[config.mk]
export PLATFORM = sky130hd
export DESIGN_NAME = pipelined_decoder_flat
export DESIGN_NICKNAME = d
export VERILOG_FILES = /design/src/rtl/pipelined_decoder_if.sv /design/src/rtl/pipelined_decoder.sv /design/src/flat_wrapper.sv
export SDC_FILE = /design/constraint.sdc
export NUM_CORES = 2
export LEC_CHECK = 0
export ABC_CLOCK_PERIOD_IN_PS = 4250
export BUFFER_PORTS_ARGS = -buffer_cell sky130_fd_sc_hd__buf_2
export CORE_MARGIN = 3
export CORE_UTILIZATION = 40
export DETAILED_ROUTE_END_ITERATION = 12
export GPL_ROUTABILITY_DRIVEN = 1
export GPL_TIMING_DRIVEN = 0
export PLACE_DENSITY = 0.66
export SLEW_MARGIN = 5
export SYNTH_ARGS = -nofsm -noshare
export SYNTH_HDL_FRONTEND = slang
export SYNTH_SLANG_ARGS = --single-unit
[constraint.sdc]
create_clock -name clk -period 4.25 [get_ports clk]
set_input_delay 0.2125 -clock clk [delete_from_list [all_inputs] [get_ports clk]]
set_output_delay 0.2125 -clock clk [all_outputs]
set_load 0.01 [all_outputs]
[src/rtl/pipelined_decoder_if.sv]
// Interface bundling the fetch-side, writeback and execute-side signals of the
// pipelined decoder. The 'slave' modport is the decoder's view, the 'master'
// modport is the surrounding pipeline (fetch, writeback and execute).
interface pipelined_decoder_if #(
  parameter int WIDTH = 32
);
  // fetch side
  logic             in_valid;
  logic             in_ready;
  logic [31:0]      instr;
  logic [WIDTH-1:0] pc_in;
  // writeback port into the register bank
  logic             wb_we;
  logic [3:0]       wb_addr;
  logic [WIDTH-1:0] wb_data;
  // execute side
  logic             out_valid;
  logic             out_ready;
  logic [WIDTH-1:0] out_opa;
  logic [WIDTH-1:0] out_opb;
  logic [WIDTH-1:0] out_str;
  logic [WIDTH-1:0] out_pc;
  logic [3:0]       out_rd;
  logic [1:0]       out_funtype;
  logic [1:0]       out_funcode;
  logic             out_sel_wb;
  logic             out_mem_rd;
  logic             out_mem_wr;
  logic             out_cache_wr;
  logic             out_cache_sh;
  logic             out_branch;

  modport master (
    output in_valid, instr, pc_in, wb_we, wb_addr, wb_data, out_ready,
    input  in_ready, out_valid, out_opa, out_opb, out_str, out_pc, out_rd,
           out_funtype, out_funcode, out_sel_wb, out_mem_rd, out_mem_wr,
           out_cache_wr, out_cache_sh, out_branch
  );

  modport slave (
    input  in_valid, instr, pc_in, wb_we, wb_addr, wb_data, out_ready,
    output in_ready, out_valid, out_opa, out_opb, out_str, out_pc, out_rd,
           out_funtype, out_funcode, out_sel_wb, out_mem_rd, out_mem_wr,
           out_cache_wr, out_cache_sh, out_branch
  );
endinterface

[src/rtl/pipelined_decoder.sv]
// Registered decode stage. Owns the register bank and a per-register
// pending-write scoreboard, stalls fetch on read-after-write hazards and
// presents a registered decoded bundle to execute with a valid/ready handshake.
// Optional feature macro: DECODE_BYPASS_EN
//   defined   - writeback data is forwarded to operands read in the same cycle,
//               and a source whose last pending write retires this cycle is
//               not treated as a hazard.
//   undefined - no forwarding; a dependent instruction reads the bank the
//               cycle after its writeback.
module pipelined_decoder #(
  parameter int WIDTH  = 32,
  parameter int NREGS  = 16,
  parameter int PC_IDX = 14,
  parameter int PEND_W = 2
) (
  input  logic               clk,
  input  logic               rst_n,
  pipelined_decoder_if.slave bus
);

  localparam logic [3:0]        PC_ADDR   = 4'(PC_IDX);
  localparam logic [PEND_W-1:0] PEND_ZERO = {PEND_W{1'b0}};
  localparam logic [PEND_W-1:0] PEND_ONE  = PEND_W'(1);
  localparam logic [PEND_W-1:0] PEND_MAX  = {PEND_W{1'b1}};
  localparam logic [WIDTH-1:0]  DATA_ZERO = {WIDTH{1'b0}};

  // instruction type encodings
  localparam logic [1:0] FT_REG    = 2'b00;
  localparam logic [1:0] FT_MEM    = 2'b01;
  localparam logic [1:0] FT_BRANCH = 2'b10;
  localparam logic [1:0] FT_KERNEL = 2'b11;

  // Writeback-select flag from type and function code.
  function automatic logic calc_sel_wb(input logic [1:0] ft, input logic [1:0] fc);
    logic res;
    case (ft)
      FT_REG:    res = (fc != 2'b11);
      FT_MEM:    res = (fc == 2'b00);
      FT_BRANCH: res = 1'b1;
      FT_KERNEL: res = (fc[0] == 1'b0);
      default:   res = 1'b0;
    endcase
    return res;
  endfunction

  // Next scoreboard count given an increment and a decrement request.
  function automatic logic [PEND_W-1:0] calc_pend(input logic [PEND_W-1:0] cnt,
                                                  input logic inc, input logic dec);
    logic [PEND_W-1:0] res;
    case ({inc, dec})
      2'b10:   res = cnt + PEND_ONE;
      2'b01:   res = cnt - PEND_ONE;
      default: res = cnt;
    endcase
    return res;
  endfunction

  // state
  logic [WIDTH-1:0]  regs_r [NREGS];
  logic [PEND_W-1:0] pend_r [NREGS];
  logic [PEND_W-1:0] pend_nxt_s [NREGS];

  logic              out_valid_r;
  logic [WIDTH-1:0]  opa_r, opb_r, str_r, pc_r;
  logic [3:0]        rd_out_r;
  logic [1:0]        funtype_r, funcode_r;
  logic              sel_wb_r, mem_rd_r, mem_wr_r, cache_wr_r, cache_sh_r, branch_r;

  // decode
  logic [1:0]        funtype_s, funcode_s;
  logic [3:0]        rd_s, rs_s, rx_s, src_a_s, dest_s;
  logic              selimm_s;
  logic              is_reg_s, is_mem_s, is_branch_s, is_kernel_s;
  logic              sel_wb_s, mem_rd_s, mem_wr_s, cache_wr_s, cache_sh_s;
  logic              opa_zero_s;
  logic [WIDTH-1:0]  imm_s;
  logic [WIDTH-1:0]  val_a_s, val_x_s, val_d_s;
  logic [WIDTH-1:0]  opa_s, opb_s;
  logic              need_a_s, need_x_s, need_d_s;
  logic [NREGS-1:0]  busy_s;
  logic              hazard_s;
  logic              in_ready_s;
  logic              issue_s;

  // Field extraction, control flags and immediate selection.
  always_comb begin
    funtype_s   = bus.instr[31:30];
    funcode_s   = bus.instr[29:28];
    rd_s        = bus.instr[27:24];
    rs_s        = bus.instr[23:20];
    rx_s        = bus.instr[19:16];
    selimm_s    = bus.instr[0];
    is_reg_s    = (funtype_s == FT_REG);
    is_mem_s    = (funtype_s == FT_MEM);
    is_branch_s = (funtype_s == FT_BRANCH);
    is_kernel_s = (funtype_s == FT_KERNEL);
    sel_wb_s    = calc_sel_wb(funtype_s, funcode_s);
    mem_rd_s    = is_mem_s && (funcode_s == 2'b00);
    mem_wr_s    = is_mem_s && (funcode_s == 2'b01);
    cache_wr_s  = is_kernel_s && (funcode_s == 2'b01);
    cache_sh_s  = is_kernel_s && (funcode_s == 2'b10);
    // CMP compares against RD, so RD becomes the A source
    if (is_reg_s && (funcode_s == 2'b11)) begin
      src_a_s = rd_s;
    end else begin
      src_a_s = rs_s;
    end
    // MOV and every kernel op ignore operand A
    opa_zero_s = (is_reg_s && (funcode_s == 2'b10)) || is_kernel_s;
    if (is_reg_s) begin
      imm_s = WIDTH'(bus.instr[19:1]);
    end else if (is_branch_s) begin
      imm_s = WIDTH'(bus.instr[27:0]);
    end else begin
      imm_s = WIDTH'(bus.instr[23:20]);
    end
    // branches write the PC mirror register
    if (is_branch_s) begin
      dest_s = PC_ADDR;
    end else begin
      dest_s = rd_s;
    end
    need_a_s = !opa_zero_s;
    need_x_s = !selimm_s;
    need_d_s = mem_wr_s;
  end

  // Register reads, with optional same-cycle forwarding of writeback data.
  always_comb begin
    val_a_s = regs_r[src_a_s];
    val_x_s = regs_r[rx_s];
    val_d_s = regs_r[rd_s];
`ifdef DECODE_BYPASS_EN
    if (bus.wb_we && (bus.wb_addr == src_a_s)) begin
      val_a_s = bus.wb_data;
    end else begin
      val_a_s = regs_r[src_a_s];
    end
    if (bus.wb_we && (bus.wb_addr == rx_s)) begin
      val_x_s = bus.wb_data;
    end else begin
      val_x_s = regs_r[rx_s];
    end
    if (bus.wb_we && (bus.wb_addr == rd_s)) begin
      val_d_s = bus.wb_data;
    end else begin
      val_d_s = regs_r[rd_s];
    end
`endif
  end

  // Operand muxing.
  always_comb begin
    if (opa_zero_s) begin
      opa_s = DATA_ZERO;
    end else begin
      opa_s = val_a_s;
    end
    if (selimm_s) begin
      opb_s = imm_s;
    end else begin
      opb_s = val_x_s;
    end
  end

  // Per-register busy flag: a register with pending writes cannot be read yet.
  always_comb begin
    busy_s = {NREGS{1'b0}};
    for (int i = 0; i < NREGS; i++) begin
`ifdef DECODE_BYPASS_EN
      // the last outstanding write retiring now is forwarded, so it is not busy
      busy_s[i] = (pend_r[i] != PEND_ZERO) &&
                  !(bus.wb_we && (bus.wb_addr == 4'(i)) && (pend_r[i] == PEND_ONE));
`else
      busy_s[i] = (pend_r[i] != PEND_ZERO);
`endif
    end
  end

  // Hazard detection and the fetch-side handshake.
  always_comb begin
    hazard_s   = (need_a_s && busy_s[src_a_s]) ||
                 (need_x_s && busy_s[rx_s])    ||
                 (need_d_s && busy_s[rd_s])    ||
                 (pend_r[dest_s] == PEND_MAX);
    in_ready_s = (!out_valid_r || bus.out_ready) && !hazard_s;
    issue_s    = bus.in_valid && in_ready_s;
  end

  // Scoreboard next state: +1 on issue of a writer, -1 on a matching writeback.
  always_comb begin
    for (int i = 0; i < NREGS; i++) begin
      pend_nxt_s[i] = calc_pend(pend_r[i],
                                issue_s && sel_wb_s && (dest_s == 4'(i)),
                                bus.wb_we && (bus.wb_addr == 4'(i)) && (pend_r[i] != PEND_ZERO));
    end
  end

  // Scoreboard counters.
  always_ff @(posedge clk or negedge rst_n) begin
    if (!rst_n) begin
      for (int i = 0; i < NREGS; i++) begin
        pend_r[i] <= PEND_ZERO;
      end
    end else begin
      for (int i = 0; i < NREGS; i++) begin
        pend_r[i] <= pend_nxt_s[i];
      end
    end
  end

  // Register bank: writeback, and the PC mirror refreshed every cycle.
  always_ff @(posedge clk or negedge rst_n) begin
    if (!rst_n) begin
      for (int i = 0; i < NREGS; i++) begin
        regs_r[i] <= DATA_ZERO;
      end
    end else begin
      for (int i = 0; i < NREGS; i++) begin
        if (bus.wb_we && (bus.wb_addr == 4'(i))) begin
          regs_r[i] <= bus.wb_data;
        end else if (i == PC_IDX) begin
          regs_r[i] <= bus.pc_in;
        end else begin
          regs_r[i] <= regs_r[i];
        end
      end
    end
  end

  // Output bundle: load on issue, drop valid when consumed, otherwise hold.
  always_ff @(posedge clk or negedge rst_n) begin
    if (!rst_n) begin
      out_valid_r <= 1'b0;
      opa_r       <= DATA_ZERO;
      opb_r       <= DATA_ZERO;
      str_r       <= DATA_ZERO;
      pc_r        <= DATA_ZERO;
      rd_out_r    <= 4'd0;
      funtype_r   <= 2'd0;
      funcode_r   <= 2'd0;
      sel_wb_r    <= 1'b0;
      mem_rd_r    <= 1'b0;
      mem_wr_r    <= 1'b0;
      cache_wr_r  <= 1'b0;
      cache_sh_r  <= 1'b0;
      branch_r    <= 1'b0;
    end else if (issue_s) begin
      out_valid_r <= 1'b1;
      opa_r       <= opa_s;
      opb_r       <= opb_s;
      str_r       <= val_d_s;
      pc_r        <= bus.pc_in;
      rd_out_r    <= dest_s;
      funtype_r   <= funtype_s;
      funcode_r   <= funcode_s;
      sel_wb_r    <= sel_wb_s;
      mem_rd_r    <= mem_rd_s;
      mem_wr_r    <= mem_wr_s;
      cache_wr_r  <= cache_wr_s;
      cache_sh_r  <= cache_sh_s;
      branch_r    <= is_branch_s;
    end else if (bus.out_ready) begin
      out_valid_r <= 1'b0;
    end else begin
      out_valid_r <= out_valid_r;
    end
  end

  assign bus.in_ready     = in_ready_s;
  assign bus.out_valid    = out_valid_r;
  assign bus.out_opa      = opa_r;
  assign bus.out_opb      = opb_r;
  assign bus.out_str      = str_r;
  assign bus.out_pc       = pc_r;
  assign bus.out_rd       = rd_out_r;
  assign bus.out_funtype  = funtype_r;
  assign bus.out_funcode  = funcode_r;
  assign bus.out_sel_wb   = sel_wb_r;
  assign bus.out_mem_rd   = mem_rd_r;
  assign bus.out_mem_wr   = mem_wr_r;
  assign bus.out_cache_wr = cache_wr_r;
  assign bus.out_cache_sh = cache_sh_r;
  assign bus.out_branch   = branch_r;

endmodule
[src/flat_wrapper.sv]
// flat-port wrapper written by rule: the top's interface ports become plain ports
module pipelined_decoder_flat 
#(
  parameter int WIDTH  = 32,
  parameter int NREGS  = 16,
  parameter int PC_IDX = 14,
  parameter int PEND_W = 2
)
  (clk, rst_n, bus_in_valid, bus_instr, bus_pc_in, bus_wb_we, bus_wb_addr, bus_wb_data, bus_out_ready, bus_in_ready, bus_out_valid, bus_out_opa, bus_out_opb, bus_out_str, bus_out_pc, bus_out_rd, bus_out_funtype, bus_out_funcode, bus_out_sel_wb, bus_out_mem_rd, bus_out_mem_wr, bus_out_cache_wr, bus_out_cache_sh, bus_out_branch);
  pipelined_decoder_if #(.WIDTH(WIDTH)) bus_i ();
  input  logic clk;
  input  logic rst_n;
  input wire logic [$bits(bus_i.in_valid)-1:0] bus_in_valid;
  input wire logic [$bits(bus_i.instr)-1:0] bus_instr;
  input wire logic [$bits(bus_i.pc_in)-1:0] bus_pc_in;
  input wire logic [$bits(bus_i.wb_we)-1:0] bus_wb_we;
  input wire logic [$bits(bus_i.wb_addr)-1:0] bus_wb_addr;
  input wire logic [$bits(bus_i.wb_data)-1:0] bus_wb_data;
  input wire logic [$bits(bus_i.out_ready)-1:0] bus_out_ready;
  output wire logic [$bits(bus_i.in_ready)-1:0] bus_in_ready;
  output wire logic [$bits(bus_i.out_valid)-1:0] bus_out_valid;
  output wire logic [$bits(bus_i.out_opa)-1:0] bus_out_opa;
  output wire logic [$bits(bus_i.out_opb)-1:0] bus_out_opb;
  output wire logic [$bits(bus_i.out_str)-1:0] bus_out_str;
  output wire logic [$bits(bus_i.out_pc)-1:0] bus_out_pc;
  output wire logic [$bits(bus_i.out_rd)-1:0] bus_out_rd;
  output wire logic [$bits(bus_i.out_funtype)-1:0] bus_out_funtype;
  output wire logic [$bits(bus_i.out_funcode)-1:0] bus_out_funcode;
  output wire logic [$bits(bus_i.out_sel_wb)-1:0] bus_out_sel_wb;
  output wire logic [$bits(bus_i.out_mem_rd)-1:0] bus_out_mem_rd;
  output wire logic [$bits(bus_i.out_mem_wr)-1:0] bus_out_mem_wr;
  output wire logic [$bits(bus_i.out_cache_wr)-1:0] bus_out_cache_wr;
  output wire logic [$bits(bus_i.out_cache_sh)-1:0] bus_out_cache_sh;
  output wire logic [$bits(bus_i.out_branch)-1:0] bus_out_branch;
  assign bus_i.in_valid = bus_in_valid;
  assign bus_i.instr = bus_instr;
  assign bus_i.pc_in = bus_pc_in;
  assign bus_i.wb_we = bus_wb_we;
  assign bus_i.wb_addr = bus_wb_addr;
  assign bus_i.wb_data = bus_wb_data;
  assign bus_i.out_ready = bus_out_ready;
  assign bus_in_ready = bus_i.in_ready;
  assign bus_out_valid = bus_i.out_valid;
  assign bus_out_opa = bus_i.out_opa;
  assign bus_out_opb = bus_i.out_opb;
  assign bus_out_str = bus_i.out_str;
  assign bus_out_pc = bus_i.out_pc;
  assign bus_out_rd = bus_i.out_rd;
  assign bus_out_funtype = bus_i.out_funtype;
  assign bus_out_funcode = bus_i.out_funcode;
  assign bus_out_sel_wb = bus_i.out_sel_wb;
  assign bus_out_mem_rd = bus_i.out_mem_rd;
  assign bus_out_mem_wr = bus_i.out_mem_wr;
  assign bus_out_cache_wr = bus_i.out_cache_wr;
  assign bus_out_cache_sh = bus_i.out_cache_sh;
  assign bus_out_branch = bus_i.out_branch;
  pipelined_decoder #(.WIDTH(WIDTH), .NREGS(NREGS), .PC_IDX(PC_IDX), .PEND_W(PEND_W)) u_core (.clk(clk), .rst_n(rst_n), .bus(bus_i));
endmodule
==> results.tsv <==
stage	metric	value	unit
worst_setup_path	crit_arrival	4.71	ns
placed_design	dpl_cell_area	42500	um2
worst_setup_path	path_max_fanout	10	
final_layout	finish.instance_area	46200	um2
floorplan	die_h	320	um
pwr	peakVddDrop	365	uV
yosys	yosys_most_used_dff	dfrtp_1	
yosys	synthCells	2863	
pwr	swShare	32.1	%
grt	antenna_found_initial	11	
yosys	ys_ff_latch	687	
final_layout	mostFrequentLayoutCell	dfrtp_1	
sta	tightestPinTransition	1.40	ns
sta	slew-limit-headroom	6.71	%
sta	final-hold-violation-count	0	
sta	rsz0062_at_grt	no	
final_layout	final_cell_mix	687 x dfrtp_1, 570 x mux2_2, 391 x mux4_2, 289 x nand2_1, 266 x buf_2	
sta	hold_slack	0.0227	ns
run	cap_violations	0	
floorplan	die_x	320	um
pwr	powerDensity	549	nW/um2
pwr	clock_power_share	30.2	%
yosys	synthArstFlopShare	100	%
yosys	synthesis.nets	2984	
final_layout	fillers	8598	
pwr	p_int	17.2	mW
yosys	avgSynthCellArea	13.8	um2
sta	finClkSkew	0.0341	ns
worst_setup_path	end_kind	register	
sta	setup_violations	0	
pwr	p_switching	8.15	mW
status	status	finished clean	
pwr	leakage	19.1	nW
yosys	synth-edff-count	0	
clocking	cts_tree	built	
drt	drt_iter0_markers	4006	
clocking	clockRootBuffer	clkbuf_16	
worst_setup_path	start_kind	primary input	
drt	viasPerCell	6.41	
min_path	min_path_type	primary input to register	
sta	drv_slew	0	
sta	fin_crit_sh	96.5	%
drt	wl_met1	56100	um
drt	met2_length	63500	um
worst_setup_path	critPathKind	primary input to register	
drt	wire_per_inst	31.6	um
clocking	cts.clk_slew.worst_paths	0.06	ns
final_layout	register_area	17200	um2
floorplan	std_cell_rows	114	
clocking	cts.sinks	687	
placed_design	dp_slack	-0.644	ns
sta	finalCriticalPeriod	4.10	ns
placed_design	gp_congestion	0.948	
clocking	cts_buffer_depth	3	
floorplan	initial_core_util	40.6	%
drt	vias	29600	
drt	wl_met3	17900	um
drt	finalWirelength	146000	um
final_layout	multiInputGateArea	21100	um2
yosys	netlist-cell-type-count	50	
final_layout	fin_nets	3391	
yosys	syn_area	39500	um2
clocking	cts_buffers	84	
sta	fmax	244	MHz
yosys	synth_seq_area_share	43.5	%
pwr	pwr-share-comb	30.4	%
placed_design	io_buffers	239	
floorplan	dieArea	103000	um2
floorplan	ioPinCount	249	
grt	grt_pass1_vias	29500	
drt	ant_nets	0	
grt	track_usage	28.1	%
placed_design	dp_hpwl	99100	um
drt	drc	0	
sta	fin_ws	0.150	ns
pwr	seqPwrFrac	39.4	%
clocking	htreeDepth	3	
grt	gr-total-overflow	0	
drt	top_layer	met5	
yosys	ys_warn_count	0	
worst_setup_path	reg2reg_slack	0.18	ns
grt	grt_max_degree	116	
final_layout	drive_gt1_share	45.0	%
floorplan	core_area	97300	um2
drt	first_pass_iters	8	
clocking	clkLatencyLatePin	0.68	ns
worst_setup_path	worstPathRequired	4.86	ns
grt	grt_pass1_wl	209000	um
final_layout	syn2layout_area_growth	17.0	%
==> timing repair <==
action                     in CTS  in global routing
hold buffers                   68                  0
resized for setup               0                  6
setup endpoints to repair      26                 12
hold endpoints to repair      345                  0
pin swaps                       1                  0
buffers inserted                1                  0
==> cells by family after synthesis <==
family	count (synthesis)	synth area share, %
compound gates	161	2.59
xor+xnor	48	1.06
fa+ha+maj	16	0.507
buf+inv	298	3.17
flops	687	43.5
mux	1077	42.6
simple gates	576	6.53
==> stage by stage <==
step	std cells	setup TNS (ns)	util, %	total power [mW]
after CTS	4608	0	47.4	25.3
after global placement	4378	-8386.39	43.5	17.3
final	4620	0	47.5	25.4
after detailed placement	4386	-20.93	43.7	17.6
after global routing	4615	0	47.5	26.4
after floorplan	2863	0	-	14.8
==> synthesized netlist by cell type (2+ instances only) <==
cell | n | share of area (%)
dfrtp_1 | 687 | 44
mux2_2 | 570 | 16
mux4_2 | 391 | 22
nand2_1 | 289 | 2.7
clkbuf_1 | 192 | 1.8
nand3_1 | 121 | 1.5
mux2_4 | 89 | 3.4
nor2_1 | 63 | 0.60
a21oi_1 | 38 | 0.48
nand4_1 | 38 | 0.60
a22oi_1 | 33 | 0.63
a31oi_1 | 33 | 0.52
buf_1 | 33 | 0.31
xnor2_1 | 32 | 0.71
inv_1 | 31 | 0.29
buf_2 | 26 | 0.33
mux2i_1 | 26 | 0.66
nor3_1 | 19 | 0.24
o21ai_0 | 17 | 0.22
o22ai_1 | 17 | 0.27
ha_1 | 16 | 0.51
xor2_1 | 16 | 0.35
nand2b_1 | 13 | 0.21
buf_6 | 12 | 0.34
nor2b_1 | 8 | 0.13
a211oi_1 | 5 | 0.095
or3_1 | 5 | 0.079
a311oi_1 | 4 | 0.089
a32oi_1 | 4 | 0.089
and2_1 | 4 | 0.063
buf_4 | 3 | 0.057
nand3b_1 | 3 | 0.057
nor3b_1 | 3 | 0.057
o211ai_1 | 3 | 0.057
or2_2 | 3 | 0.048
o31ai_1 | 2 | 0.038
==> state kept, by name, indices dropped and copies added (netlist names), 2 cells and up <==
name	count
u_core.pend_r	32
u_core.regs_r	512
u_core.bus.out_funcode	2
u_core.bus.out_str	32
u_core.bus.out_funtype	2
u_core.bus.out_opa	32
u_core.bus.out_rd	4
u_core.bus.out_opb	32
u_core.bus.out_pc	32
==> critical path, stage by stage <==
cell and delay [ns]:
dlygate4sd3_1 0.53, buf_2 0.17, and4bb_1 0.23, buf_6 0.15, mux2_2 0.28, clkbuf_1 0.74
buf_1 1.00, mux4_2 0.40, a22oi_1 0.10, a21oi_1 0.61, mux2_2 0.27
==> routing by layer <==
metal,GRT usage [%],up-vias
met5,0.0926,-
met4,14.4,6
met3,9.88,469
met2,41.4,2014
met1,36.9,15400
li1,-,11700
==> power by group through the flow <==
stage	combinational, mW	clock [mW]	sequential [mW]
final	7.71	7.67	9.98
after CTS	7.67	7.75	9.90
after floorplan	4.94	0	9.88
after global routing	8.14	8.03	10.2
after detailed placement	7.57	0	9.99
after global placement	7.42	0	9.91
==> worst paths after layout <==
kind	start	end	cells past startpoint
worst max-delay path	bus_instr[29]	u_core.bus.out_opa[10]	11
worst min-delay path	bus_instr[10]	u_core.bus.out_opb[10]	4
worst max register to register	u_core.pend_r[16]	u_core.pend_r[15]	14
worst min register to register	u_core.pend_r[11]	u_core.pend_r[11]	1
max in group asynchronous	rst_n	u_core.bus.out_pc[14]	4
min in group asynchronous	rst_n	u_core.pend_r[22]	2
==> area by class of cell <==
type	count	share of cell area [%]
Inverter	32	0.260
Antenna cell	7	0.0379
Multi-Input combinational cell	1878	45.6
Timing Repair Buffer	321	4.66
Sequential cell	687	37.2
Clock inverter	31	1.02
Tap cell	1276	3.45
Buffer	266	2.47
Clock buffer	122	5.29
Power figures use the tool's default switching activity.
